--- src/rtl/branch_seq_ctrl_pkg.sv ---
// Shared definitions for the branch sequencer: condition codes, FSM
// state encoding and flush-counter width.
package branch_seq_ctrl_pkg;

  // Condition field values taken from instruction bits [11:8]
  localparam logic [3:0] COND_BEQ = 4'b0000;
  localparam logic [3:0] COND_BNE = 4'b0001;
  localparam logic [3:0] COND_BCS = 4'b0010;
  localparam logic [3:0] COND_BCC = 4'b0011;
  localparam logic [3:0] COND_BAL = 4'b1110;

  // Flush counter holds FLUSH_CYC, whose legal range is 1..7
  localparam int CNT_W = 3;

  typedef enum logic [2:0] {
    ST_IDLE  = 3'd0,
    ST_WAIT  = 3'd1,
    ST_ACK   = 3'd2,
    ST_REDIR = 3'd3,
    ST_FLUSH = 3'd4
  } state_e;

endpackage

--- src/rtl/branch_cond_eval.sv ---
// Combinational branch condition decode: classifies the condition field
// and evaluates it against the committed carry/zero flags.
module branch_cond_eval
  import branch_seq_ctrl_pkg::*;
(
  input  logic [3:0] funct_i,
  input  logic       flag_c_i,
  input  logic       flag_z_i,
  output logic       taken_o,
  output logic       is_cond_o,
  output logic       is_bal_o
);

  // Decode condition class and taken/not-taken for the current flags
  always_comb begin
    // NOTE: every output gets a default before the case so no path leaves one unassigned (no latch).
    taken_o   = 1'b0;
    is_cond_o = 1'b0;
    is_bal_o  = 1'b0;
    case (funct_i)
      COND_BEQ: begin is_cond_o = 1'b1; taken_o = flag_z_i;  end
      COND_BNE: begin is_cond_o = 1'b1; taken_o = !flag_z_i; end
      COND_BCS: begin is_cond_o = 1'b1; taken_o = flag_c_i;  end
      COND_BCC: begin is_cond_o = 1'b1; taken_o = !flag_c_i; end
      COND_BAL: begin is_bal_o  = 1'b1; taken_o = 1'b1;      end
      default:  ; // unknown codes: not taken, never wait on flags
    endcase
  end

endmodule

--- src/rtl/branch_seq_ctrl.sv ---
// Branch sequencer between ID and the PC register. Holds a decoded branch
// until flags are committed, evaluates it, redirects the PC and writes the
// link value on a taken branch, then flushes the younger pipe slots.
module branch_seq_ctrl
  import branch_seq_ctrl_pkg::*;
#(
  parameter int PC_W      = 16,
  parameter int OFF_W     = 8,
  parameter int FLUSH_CYC = 2
) (
  input  logic             clk,
  input  logic             rst_n,
  input  logic             br_valid_i,
  input  logic [3:0]       funct_i,
  input  logic [OFF_W-1:0] br_off_i,
  input  logic [PC_W-1:0]  br_pc_i,
  input  logic             flag_c_i,
  input  logic             flag_z_i,
  input  logic             flag_busy_i,
  output logic             br_ack_o,
  output logic             pc_load_o,
  output logic [PC_W-1:0]  pc_target_o,
  output logic             link_we_o,
  output logic [PC_W-1:0]  link_data_o,
  output logic             flush_o,
  output logic             stall_o
);

  logic taken, is_cond, is_bal;

  branch_cond_eval u_cond_eval (
    .funct_i   (funct_i),
    .flag_c_i  (flag_c_i),
    .flag_z_i  (flag_z_i),
    .taken_o   (taken),
    .is_cond_o (is_cond),
    .is_bal_o  (is_bal)
  );

  state_e           state_q, state_d;
  logic [CNT_W-1:0] cnt_q, cnt_d;
  logic             eval_go;
  logic [PC_W-1:0]  link_d, target_d;
  logic [PC_W-1:0]  link_q, target_q;
  logic             br_ack_q, pc_load_q, link_we_q, flush_q, stall_q;

  // Link is the fall-through address; target adds the sign-extended offset.
  // Both wrap naturally at PC_W bits.
  assign link_d   = br_pc_i + PC_W'(1);
  assign target_d = link_d + {{(PC_W-OFF_W){br_off_i[OFF_W-1]}}, br_off_i};

  // Next-state, flush-counter and evaluation-strobe logic
  always_comb begin
    state_d = state_q;
    cnt_d   = cnt_q;
    eval_go = 1'b0;
    case (state_q)
      ST_IDLE: begin
        if (br_valid_i) begin
          if (is_cond && flag_busy_i) begin
            state_d = ST_WAIT;
          end else begin
            eval_go = 1'b1;
            state_d = taken ? ST_REDIR : ST_ACK;
          end
        end
      end
      ST_WAIT: begin
        if (!flag_busy_i) begin
          eval_go = 1'b1;
          state_d = taken ? ST_REDIR : ST_ACK;
        end
      end
      ST_ACK:   state_d = ST_IDLE;
      ST_REDIR: begin
        state_d = ST_FLUSH;
        cnt_d   = CNT_W'(FLUSH_CYC);
      end
      ST_FLUSH: begin
        if (cnt_q <= CNT_W'(1)) begin
          state_d = ST_IDLE;
          cnt_d   = '0;
        end else begin
          cnt_d = cnt_q - CNT_W'(1);
        end
      end
      default:  state_d = ST_IDLE;
    endcase
  end

  // State, counter and registered outputs; outputs decode the next state so
  // they are valid in the same cycle the FSM occupies that state
  always_ff @(posedge clk or negedge rst_n) begin
    if (!rst_n) begin
      state_q   <= ST_IDLE;
      cnt_q     <= '0;
      br_ack_q  <= 1'b0;
      pc_load_q <= 1'b0;
      link_we_q <= 1'b0;
      flush_q   <= 1'b0;
      stall_q   <= 1'b0;
      // NOTE: the address registers are reset too, since they drive outputs that must read 0 after reset.
      target_q  <= '0;
      link_q    <= '0;
    end else begin
      // NOTE: non-blocking assignments so every register samples pre-edge values.
      state_q   <= state_d;
      cnt_q     <= cnt_d;
      br_ack_q  <= (state_d == ST_ACK) || (state_d == ST_REDIR);
      pc_load_q <= (state_d == ST_REDIR);
      link_we_q <= (state_d == ST_REDIR) && is_bal;
      flush_q   <= (state_d == ST_FLUSH);
      stall_q   <= (state_d == ST_WAIT);
      if (eval_go) begin
        target_q <= target_d;
        link_q   <= link_d;
      end
    end
  end

  assign br_ack_o    = br_ack_q;
  assign pc_load_o   = pc_load_q;
  assign link_we_o   = link_we_q;
  assign flush_o     = flush_q;
  assign stall_o     = stall_q;
  assign pc_target_o = target_q;
  assign link_data_o = link_q;

endmodule

--- config.mk ---
export PLATFORM = sky130hd
export DESIGN_NAME = branch_seq_ctrl
export DESIGN_NICKNAME = d
export VERILOG_FILES = /design/src/rtl/branch_seq_ctrl_pkg.sv /design/src/rtl/branch_cond_eval.sv /design/src/rtl/branch_seq_ctrl.sv
export SDC_FILE = /design/constraint.sdc
export NUM_CORES = 1
export LEC_CHECK = 0
export ABC_AREA = 1
export BUFFER_PORTS_ARGS = -buffer_cell sky130_fd_sc_hd__buf_4
export CAP_MARGIN = 40
export CORE_MARGIN = 2
export CORE_UTILIZATION = 30
export DETAILED_ROUTE_END_ITERATION = 16
export PLACE_DENSITY_LB_ADDON = 0.2
export SLEW_MARGIN = 30
export SYNTH_ARGS = -nofsm -noshare
export SYNTH_HDL_FRONTEND = slang
export SYNTH_HIERARCHICAL = 1
export SYNTH_SLANG_ARGS = --single-unit
--- constraint.sdc ---
create_clock -name clk -period 1.2 [get_ports clk]
set_input_delay 0.18 -clock clk [delete_from_list [all_inputs] [get_ports clk]]
set_output_delay 0.18 -clock clk [all_outputs]
set_load 0.05 [all_outputs]
Yosys cells after proc, flatten, opt, wreduce, memory -nomap -nowiden
Index checks and enable logic that the tools add are counted.
{"block": "word_totals", "ff_bits": 43, "elab_cells": 48, "inputBits": 34}
{"block": "op_classes", "eq_ne": 11, "n_mux": 15, "n_reduce_logical": 9, "magnitude_cmp": 1, "add_sub_neg": 3}
{"cell": "adder 16 x 1 -> 16 bit (second input constant)", "n": 1}
{"cell": "adder 16 bit", "n": 1}
{"cell": "2-to-1 mux 3 bit", "n": 4}
{"cell": "one-hot mux 3 bit (4 select lines)", "n": 1}
{"cell": "== test 3 x 2 -> 1 bit (second input constant)", "n": 3}
{"cell": "== test 4 x 2 -> 1 bit (second input constant)", "n": 2}
{"cell": "== test 3 x 1 -> 1 bit (second input constant)", "n": 2}
{"cell": "== test 3 bit (second input constant)", "n": 2}
{"cell": "2-to-1 mux 1 bit", "n": 6}
{"cell": "one-hot mux 3 bit (2 select lines)", "n": 1}
{"cell": "one-hot mux 1 bit (5 select lines)", "n": 1}
{"cell": "== test 4 x 1 -> 1 bit (second input constant)", "n": 1}
{"cell": "== test 4 bit (second input constant)", "n": 1}
{"cell": "zero test 4 bit", "n": 1}
{"cell": "OR reduction 4 bit", "n": 1}
{"cell": "less-or-equal comparator 3 x 1 -> 1 bit (second input constant)", "n": 1}
{"cell": "zero test 3 bit", "n": 1}
{"cell": "subtractor 3 x 1 -> 3 bit (second input constant)", "n": 1}
{"cell": "logical AND 1 bit", "n": 2}
{"cell": "zero test 1 bit", "n": 2}
{"cell": "2-to-1 mux 2 bit", "n": 1}
{"cell": "one-hot mux 1 bit (2 select lines)", "n": 1}
{"cell": "nonzero test 2 bit", "n": 1}
{"cell": "logical OR 1 bit", "n": 1}

Longest topological paths before layout
Gate-level depths: netlist (run 1).
{"block": "logic_depth", "depth_word": 9, "mapped_depth": 19}

Hierarchy
Netlist (run 1), hierarchy kept.
{"mod": "branch_seq_ctrl", "n_inst": 1, "seq_area_each_um2": 1076.0, "cells_per_inst": 387, "area_each_um2": 2871.5}
{"mod": "branch_cond_eval", "n_inst": 1, "seq_area_each_um2": 0.0, "cells_per_inst": 15, "area_each_um2": 62.6}

Least setup slack after synthesis (run 1)
No wires, ideal clock.
{"block": "synth_timing", "path_type": "input port to flip-flop", "from": "input port br_pc_i[0]", "to": "register target_q[15] (netlist: pc_target_o[15])", "setup_slack_ps": -920, "setup_time_ps": 118, "required_ps": 1082, "stages": 17, "arrival_ps": 2003, "path_cell_list": "ha_1 > nand2_1 > inv_1 > nand2_2 > nor2_2 > nand4_1 > xor2_1 > inv_1 > ha_1 > nand2_1 > nor3_1 > and2_1 > nand2_1 > nand2_1 > nand3_1 > nand3_1 > nand2_1"}
{"block": "synth_via", "elab_chain_cells": 2}
{"item": "start, declared", "line_no": "branch_seq_ctrl.sv:16", "text": "input logic [PC_W-1:0] br_pc_i,"}
{"item": "adder 16 x 1 -> 16 bit", "line_no": "branch_seq_ctrl.sv:49", "text": "assign link_d = br_pc_i + PC_W'(1);"}
{"item": "net link_d[12]", "line_no": "branch_seq_ctrl.sv:43", "text": "logic [PC_W-1:0] link_d, target_d;"}
{"item": "adder 16 bit", "line_no": "branch_seq_ctrl.sv:50", "text": "assign target_d = link_d + {{(PC_W-OFF_W){br_off_i[OFF_W-1]}}, br_off_i};"}
{"item": "end signal, assigned", "line_no": "branch_seq_ctrl.sv:115", "text": "target_q <= target_d;"}
{"item": "end, declared", "line_no": "branch_seq_ctrl.sv:44", "text": "logic [PC_W-1:0] link_q, target_q;"}
The timed path passes the listed nets, and every way through them passes these cells.
A chain may end at the register's enable or synchronous reset.

Final worst setup path (run 1)
{"block": "layout_timing", "from": "input port br_pc_i[5]", "to": "register target_q[15] (netlist: pc_target_o[15])"}
Same word-level chain as after synthesis.

==> results.toml, run 1 <==
[run_status]
status = "finished, violations left"
violations = "setup timing"

[routing]
ant_nets = 0
drt_iter0_drc = 115
wirelength_mm = 10.65
drtPass1Iterations = 4
route.detailed.drc = 0
vias = 3231
wl_per_cell_um = 14.93
avgViaCountPerCell = 4.532

[setup_path]
worstSetupPathType = "primary input to flip-flop"
worstSetupEndpointType = "flip-flop"
cpPeakStageDelay_ns = 0.31
cpLargestDelayFamily = "simple AND/OR/NAND/NOR gates"
path_cells = "buf_4 -> clkinvlp_4 -> nor3_4 -> buf_4 -> buf_6 -> xor2_4 -> inv_2 -> ha_4 -> nand2_4 -> nor2_4 -> nand3_2 -> nand2_4 -> nand2_1 -> nand2_1 -> nand3_1 -> nand3_1 -> nand2_1"
critPathRequiredTime_ns = 1.40
start_kind = "primary input"
crit_fanout = 3
cpMaxStageDelayCell = "ha_4"
path_common_cell = "nand2_1"
cp_data_arrival_time_ns = 2.16
cp_num_buf_inv = 5

[sta]
rsz0062_at_grt = "yes"
slew_viol_final = 0
fin_skew_ns = 0.005030
whs_ns = 0.1599
min_period_over_period_pct = 163.7
period_needed_ns = 1.965
relSlewSlack_pct = 61.61
fin_ws_ns = -0.7646
tns_ns = -12.68
worstMarginPinSlew_ns = 0.5758
fmax_mhz = 509.0
hold_violations = 0
setup_viol = 42

[synth]
synth_cells = 402
ys_seq_area_share_pct = 36.67
ys_top_cells_by_area = "dfrtp_1 37%, nand2_1 17%, ha_1 9.0%"
synth_top_area_cell = "dfrtp_1"
synthArstFlopShare_pct = 100.0
synth_area_mm2 = 0.002934
avgSynthCellArea_um2 = 7.299
synth_edf_count = 0
synth_flop_cell = "dfrtp_1"
syn_nets = 458
synth_top_cells_by_count = "132 x nand2_1, 58 x inv_1, 43 x dfrtp_1"
yosysTopAreaCellShare_pct = 36.67
yosysMostFrequentCell = "nand2_1"
ys_warn_count = 6
synth-seq-cells = 43
ys_types = 33

[final_layout]
num-fill-cells = 833
fin_cells = 713
syn_to_final_growth_pct = 91.26
diodes = 0
seqCellArea_mm2 = 0.001076
nets = 636
multi_input_area_mm2 = 0.002502
final_layout_size_suffix_gt1_share_pct = 59.31
design_area_mm2 = 0.005612

[clock_tree]
clock_latency_ns = 0.30
clk_pin_slew_ns = 0.08
htreeDepth = 2
cts_tree = "built"
numCtsBuffers = 5
cts_sinks = 43
clk_path_buf_depth = 2
cts-root-buf = "clkbuf_8"

[grt]
grt_max_degree = 44
track_usage_pct = 19.29
grt_pass1_vias = 3225
grt-ovfl-total = 0
grt_pass1_wl_mm = 15.57
antenna_found_initial = 0

[floorplanning]
die_h_um = 102.9
die_w_um = 102.9
start_util_pct = 30.44
die_area_mm2 = 0.01059
io_pins = 71
std_cell_rows = 36
coreArea_mm2 = 0.009639

[min_path]
hold_class = "primary input to flip-flop"

[power_and_ir_drop]
ir_worst_vdd_mv = 1.406
leakagePower_nw = 2.807
power.density_mw_per_mm2 = 1965

[placement]
placed_cell_area_mm2 = 0.004252
place.gp.congestion = 0.8466
numPortBuffers = 70
dp_hpwl_mm = 6.557
dpl.cell_count = 668

[job]
drv_cap = 0
final timing paths:
check,cells after the start,from,slack [ns],end
worst max-delay path,17,br_pc_i[5],-0.76,pc_target_o[15]
worst min-delay path,3,br_pc_i[0],0.16,link_data_o[0]
worst max register to register,9,state_q[0],-0.25,pc_target_o[0]
worst min register to register,2,pc_target_o[2],0.49,pc_target_o[2]
max in group asynchronous,2,rst_n,0.39,pc_target_o[13]
min in group asynchronous,2,rst_n,0.41,cnt_q[2]
kinds of logic after synthesis:
logic type / Yosys count / synth area share [%]
simple gates: 210 / 30.92
flops: 43 / 36.67
buf+inv: 66 / 8.700
compound gates: 40 / 7.548
fa+ha+maj: 22 / 9.637
xor+xnor: 21 / 6.525
state kept, by name, summed over array words and instances, names as in the netlist:
signal       cells
state_q          3
pc_load_o        1
stall_o          1
br_ack_o         1
link_data_o     16
link_we_o        1
flush_o          1
pc_target_o     16
cnt_q            3
layout by cell type, fill, tap and decap left out, drive strengths merged, types with 9 or more instances in the layout:
master and n:
buf 169, nand2 136, inv 65, dfrtp 43, nand3 30, nor2 28, ha 21, o21ai 20
xor2 12, a21oi 12, xnor2 9
repair_timing:
action / 4_1_cts / 5_1_grt
gates resized for setup: 105 / 116
endpoints found under the hold margin: 43 / 0
hold buffers: 1 / 0
setup buffers: 19 / 18
pin swaps: 40 / 50
gates cloned: 6 / 1
endpoints found under the setup margin: 39 / 42
through the flow:
| stage | power [mW] | util [%] | setup WS (ns) |
|---|---|---|---|
| after floorplan | 6.183 | - | -0.8380 |
| after global placement | 7.963 | 44.11 | -1.044 |
| after detailed placement | 8.034 | 44.11 | -1.065 |
| after CTS | 10.14 | 51.60 | -0.6552 |
| after global routing | 11.68 | 58.22 | -0.8858 |
| final | 11.03 | 58.22 | -0.7646 |
per-layer routing:
metal	routed length (um)	part of all wire, %	track usage (%)
met5	0	0	0
met3	424	4.0	3.458
met4	165	1.5	3.846
met2	5595	53	34.72
met1	4464	42	24.25
layout make-up:
class | instances | area share (%)
repair buffers | 171 | 25.71
clock inverters | 1 | 0.08919
flip-flops and latches | 43 | 19.17
repair inverters | 6 | 1.449
clock buffers | 6 | 1.472
inverters | 60 | 4.549
multi-input cells | 293 | 44.59
well taps | 133 | 2.965
where the power goes:
part / internal [mW] / switching (mW) / total (mW)
Clock: 0.453 / 0.513 / 0.966
Sequential: 2.09 / 0.446 / 2.54
Combinational: 2.85 / 4.67 / 7.52
worst reg2reg max path: stages, from the launching register on:
cell     delay, ns
dfrtp_1       0.40
nor2_2        0.12
inv_2         0.06
nor2_4        0.11
nand3_4       0.11
nand2_8       0.13
buf_12        0.20
buf_8         0.16
nand2_2       0.05
nand2_1       0.05
Power figures use the tool's default switching activity.
==> inputs of run 2 (changes only) <==
ABC_AREA = not set   (was 1)
==> run 2 against run 1 <==
  * The run still ends with setup timing left
  * Global-route usage fell by 0.44 points
  * Cell area fell by 6.5%
  * Die area fell by 6.5%
  * Flip-flop and latch count did not move
  * Core utilization increased by 1.7 points
==> results.toml, run 2 <==
[synth]
syn_nets = 363
synth_cells = 307
synth_edf_count = 0
yosysTopAreaCellShare_pct = 39.34
synthArstFlopShare_pct = 100.0
ys_seq_area_share_pct = 39.34
ys_top_cells_by_area = "dfrtp_1 39%, ha_1 9.6%, nand2_1 9.5%"
ys_types = 48
synth-seq-cells = 43
synth_top_cells_by_count = "69 x nand2_1, 43 x dfrtp_1, 23 x o21ai_0"
synth_area_mm2 = 0.002735
ys_warn_count = 6
synth_top_area_cell = "dfrtp_1"
synth_flop_cell = "dfrtp_1"
avgSynthCellArea_um2 = 8.909
yosysMostFrequentCell = "nand2_1"

[routing]
drtPass1Iterations = 4
wl_per_cell_um = 15.25
avgViaCountPerCell = 4.761
drt_iter0_drc = 62
route.detailed.drc = 0
ant_nets = 0
vias = 2871
wirelength_mm = 9.197

[grt]
grt_pass1_vias = 3031
track_usage_pct = 18.85
grt_pass1_wl_mm = 14.84
grt-ovfl-total = 0
antenna_found_initial = 0
grt_max_degree = 26

[power_and_ir_drop]
fin_total_pwr_mw = 10.26
power.density_mw_per_mm2 = 1954
leakagePower_nw = 2.533
ir_worst_vdd_mv = 1.352

[floorplanning]
die_area_mm2 = 0.009897
coreArea_mm2 = 0.008763
std_cell_rows = 34
die_w_um = 99.49
io_pins = 71
die_h_um = 99.49
start_util_pct = 31.21

[final_layout]
final_layout_size_suffix_gt1_share_pct = 60.20
final_cell_mix = "146 x buf_4, 42 x dfrtp_1, 41 x nand2_1"
nets = 550
diodes = 0
fin_cells = 603
final_common_cell = "buf_4"
syn_to_final_growth_pct = 91.90

[setup_path]
cpMaxStageDelayCell = "a2111o_1"
path_cells = "buf_6 -> and3_4 -> and3_4 -> buf_4 -> buf_6 -> xor2_4 -> ha_4 -> nand2_1 -> a2111o_1 -> nand2_2 -> a211oi_2 -> o21a_1 -> o211ai_1"
worstSetupEndpointType = "flip-flop"
cpPeakStageDelay_ns = 0.44
cp_num_buf_inv = 3
start_kind = "primary input"
critPathRequiredTime_ns = 1.42
worstSetupPathType = "primary input to flip-flop"
worst-path-stages = 13
cp_data_arrival_time_ns = 2.41
crit_fanout = 3
cpLargestDelayFamily = "compound AO/OA/AOI/OAI gates"
reg2regPathDepth = 7

[clock_tree]
numCtsBuffers = 5
cts_tree = "built"
cts_sinks = 43
htreeDepth = 2
cts-root-buf = "clkbuf_8"
clk_path_buf_depth = 2
clk_pin_slew_ns = 0.09
clock_latency_ns = 0.30

[sta]
min_period_over_period_pct = 182.3
period_needed_ns = 2.188
fmax_mhz = 457.0
fin_skew_ns = 0.004240
fin_ws_ns = -0.9881
relSlewSlack_pct = 75.01
hold_violations = 0
slew_viol_final = 0
rsz0062_at_grt = "yes"
worstMarginPinSlew_ns = 0.3718
setup_viol = 40

[min_path]
hold_class = "primary input to flip-flop"
holdPathStages = 3

[placement]
dp_hpwl_mm = 6.082
place.gp.congestion = 0.8042
numPortBuffers = 70
dpl.cell_count = 557

[run_status]
status = "finished, violations left"
violations = "setup timing"

[job]
drv_cap = 0
-- run 2: changes by cell type after synthesis, sizes merged, moves of 3 or more --
cell | before | now
nand2 | 136 | 69
inv | 60 | 15
nand3 | 30 | 8
nor2 | 28 | 17
a21oi | 12 | 19
xnor2 | 9 | 16
and3 | 0 | 5
clkbuf | 0 | 5
o211ai | 1 | 6
buf | 6 | 2
mux2 | 0 | 4
mux2i | 0 | 3
o21ai | 20 | 23
-- run 2: path summary, 6_finish.rpt --
| path | from | to | slack (ns) |
|---|---|---|---|
| max in group asynchronous | rst_n | link_data_o[11] | 0.49 |
| setup / recovery | br_pc_i[2] | pc_target_o[15] | -0.99 |
| hold reg to reg | pc_target_o[12] | pc_target_o[12] | 0.48 |
| min in group asynchronous | rst_n | pc_target_o[6] | 0.29 |
| setup reg to reg | state_q[0] | pc_target_o[13] | -0.32 |
| hold / removal | flag_busy_i | stall_o | 0.12 |
-- run 2: layer usage --
layer,wire length [um],vias up,part of all wire [%],track usage (%)
met4,74,0,0.80,4.320
met1,4063,1373,44,24.06
met2,4749,57,52,33.42
met5,0,-,0,0
met3,311,8,3.4,3.162
li1,-,1433,-,-
-- run 2: layout make-up --
cell class                      count  area, um^2
Fill cell                         714        3515
Multi-Input combinational cell    242        2153
Timing Repair Buffer              186        1674
Sequential cell                    43        1077
Tap cell                          108       135.1
Clock buffer                        6       72.57
Inverter                           15       68.82
Clock inverter                      2       60.06
Timing Repair inverter              1       7.507
-- run 2: where the power goes --
| group | internal (mW) | switching, mW |
|---|---|---|
| Sequential | 2.05 | 0.455 |
| Clock | 0.833 | 0.539 |
| Combinational | 2.68 | 3.70 |
-- run 2: kinds of logic after synthesis --
group	after synthesis	synth area share, %
DFF	43	39.34
muxes	7	2.745
AOI/OAI and AO/OA	66	14.78
and+or+nand+nor	120	20.26
adders and majority gates	22	10.34
buffers and inverters	22	3.111
xor gates and xnor gates	27	9.424
-- run 2: stage by stage --
| step | setup slack [ns] | hold WS [ns] | TNS, ns | util, % | cell area [um^2] |
|---|---|---|---|---|---|
| floorplan | -1.039 | -0.1156 | -9.789 | - | 2897 |
| global placement | -1.234 | 0.08200 | -18.11 | 47.32 | 4146 |
| detailed placement | -1.335 | 0.08379 | -18.71 | 47.32 | 4146 |
| CTS | -0.9406 | 0.1040 | -12.35 | 56.91 | 4987 |
| global route | -1.109 | 0.1277 | -16.99 | 59.89 | 5249 |
| finish | -0.9881 | 0.1164 | -14.27 | 59.89 | 5249 |
-- run 2: worst min-delay path, stage by stage --
cell and delay [ns]:
buf_4 0.12, nand2_1 0.05, nor2_1 0.03
-- run 2: timing repair --
action	CTS	global route
setup buffers	25	12
pin swaps	34	39
resized for setup	81	64
endpoints found under the hold margin	18	0
hold buffers	1	0
endpoints found under the setup margin	40	42
cloned	6	0
==> inputs of run 3 (changes only) <==
ABC_AREA = 1   (was not set)
ABC_CLOCK_PERIOD_IN_PS = 1200   (was not set)
SYNTH_HIERARCHICAL = not set   (was 1)
==> run 3 against run 2 <==
  * The run still ends with setup timing left
  * Wire length is 8.6% higher
  * Sequential share of layout area is 0.49 points lower
  * Combinational power is 14% higher
  * Via count is 12% higher
==> results.toml, run 3 <==
[run_status]
status = "finished, violations left"
violations = "setup timing"

[placement]
place.gp.congestion = 0.8592
dp_slack_ns = -1.109
dp_hpwl_mm = 6.679
dpl.cell_count = 664
placed_cell_area_mm2 = 0.004230
numPortBuffers = 70

[sta]
tns_ns = -14.23
fin_ws_ns = -0.7125
setup_viol = 40
whs_ns = 0.1794
worstMarginPinSlew_ns = 0.2621
fmax_mhz = 522.9
hold_violations = 0
rsz0062_at_grt = "yes"
slew_viol_final = 0
period_needed_ns = 1.912
min_period_over_period_pct = 159.4
fin_skew_ns = 0.004600
relSlewSlack_pct = 82.53

[synth]
synth_edf_count = 0
ys_seq_area_share_pct = 36.20
synth_area_mm2 = 0.002973
synth_top_cells_by_count = "144 x nand2_1, 43 x dfrtp_1, 43 x inv_1"
synth_flop_cell = "dfrtp_1"
ys_types = 34
yosysTopAreaCellShare_pct = 36.20
ys_top_cells_by_area = "dfrtp_1 36%, nand2_1 18%, ha_1 7.6%"
synth_top_area_cell = "dfrtp_1"
ys_warn_count = 0
synth-seq-cells = 43
avgSynthCellArea_um2 = 7.432
synthArstFlopShare_pct = 100.0
synth_cells = 400
yosysMostFrequentCell = "nand2_1"
syn_nets = 453

[clock_tree]
cts_sinks = 43
clk_pin_slew_ns = 0.09
htreeDepth = 2
clock_latency_ns = 0.30
cts-root-buf = "clkbuf_8"
cts_tree = "built"
numCtsBuffers = 5
clk_path_buf_depth = 2

[routing]
drt-met1-wl_mm = 4.326
dr_wl_met3_um = 388
vias = 3225
ant_nets = 0
drtPass1Iterations = 4
wirelength_mm = 9.987
highest_layer = "met4"
drt_iter0_drc = 116
route.detailed.drc = 0
wl_per_cell_um = 14.15
avgViaCountPerCell = 4.568
wl_met2_mm = 5.167

[final_layout]
fin_cells = 706
nets = 625
final_layout_size_suffix_gt1_share_pct = 56.54
multi_input_area_mm2 = 0.002351
final_common_cell = "buf_4"
syn_to_final_growth_pct = 80.68
seqCellArea_mm2 = 0.001076
num-fill-cells = 884
design_area_mm2 = 0.005371
final_core_util_pct = 55.47
diodes = 0
final_cell_mix = "146 x buf_4, 94 x nand2_1, 43 x dfrtp_1"

[power_and_ir_drop]
power.density_mw_per_mm2 = 2048
ir_worst_vdd_mv = 1.050
leakagePower_nw = 2.699
fin_total_pwr_mw = 11.00

[setup_path]
start_kind = "primary input"
worstSetupEndpointType = "flip-flop"
crit_fanout = 4
rr_endpoint = "link_data_o[10]"
reg2regPathDepth = 8
r2r-start = "state_q[0]"
regToRegSetupSlack_ns = -0.35
critPathRequiredTime_ns = 1.40
cp_data_arrival_time_ns = 2.12
worstSetupPathType = "primary input to flip-flop"

[floorplanning]
std_cell_rows = 36
die_w_um = 103.5
coreArea_mm2 = 0.009684
die_h_um = 103.5
start_util_pct = 30.70
io_pins = 71
die_area_mm2 = 0.01072

[grt]
antenna_found_initial = 0
grt_max_degree = 23
grt-ovfl-total = 0
grt_pass1_vias = 3245
grt_pass1_wl_mm = 16.14
track_usage_pct = 18.53

[min_path]
hold_class = "primary input to flip-flop"
worstHoldStart = "br_valid_i"
holdPathStages = 3
hold_end = "stall_o"

[job]
drv_cap = 0
==> run 3: area by class of cell <==
type	instances	area share (%)
clock buffer	6	1.537
clock inverter	2	0.6522
inverter	44	3.471
multi-input combinational	307	43.77
sequential	43	20.03
tap	133	3.098
timing repair buffer	168	26.55
timing repair inverter	3	0.8852
==> run 3: cell families after synthesis <==
group	Yosys count	share of synthesized area (%)
compound gates	46	9.428
fa+ha+maj	19	8.249
simple gates	223	32.49
buf+inv	50	7.786
flops	43	36.20
xor+xnor	19	5.850
==> run 3: worst max path at each step <==
stage / from / to / cells past startpoint
final: br_pc_i[0] / pc_target_o[15] / 18
after global routing: br_pc_i[0] / pc_target_o[14] / 15
after CTS: br_pc_i[1] / pc_target_o[15] / 17
after detailed placement: br_pc_i[0] / pc_target_o[15] / 18
after global placement: br_pc_i[0] / pc_target_o[13] / 16
after floorplan: br_pc_i[0] / pc_target_o[15] / 17
==> run 3: power breakdown <==
group	internal, mW	total (mW)	switching, mW
clock network	0.675	1.23	0.559
registers	2.08	2.51	0.430
logic	2.79	7.25	4.46
==> run 3: what timing repair did <==
| item | CTS | global route |
|---|---|---|
| hold buffers | 1 | 0 |
| pin swaps | 46 | 61 |
| resized for setup | 93 | 76 |
| buffers inserted | 16 | 15 |
| setup endpoints to repair | 41 | 40 |
| cloned | 5 | 1 |
| endpoints found under the hold margin | 33 | 0 |
==> run 3: worst max-delay path, stage by stage <==
cell and delay, ns:
buf_8 0.09, ha_4 0.14, inv_4 0.04, nor2_4 0.10, nand4_1 0.15, nor2_1 0.15
xor2_1 0.23, ha_1 0.33, nand2_2 0.12, inv_2 0.05, nand2_2 0.05, nand2_2 0.06
a21oi_2 0.12, nand2_1 0.09, inv_1 0.06, nand2_1 0.04, nand3_1 0.06, nand2_1 0.05
==> run 3: per-layer routing <==
metal | up-vias | GRT usage, %
li1 | 1624 | -
met1 | 1519 | 23.46
met2 | 72 | 32.78
met3 | 10 | 3.398
met4 | 0 | 4.344
met5 | - | 0
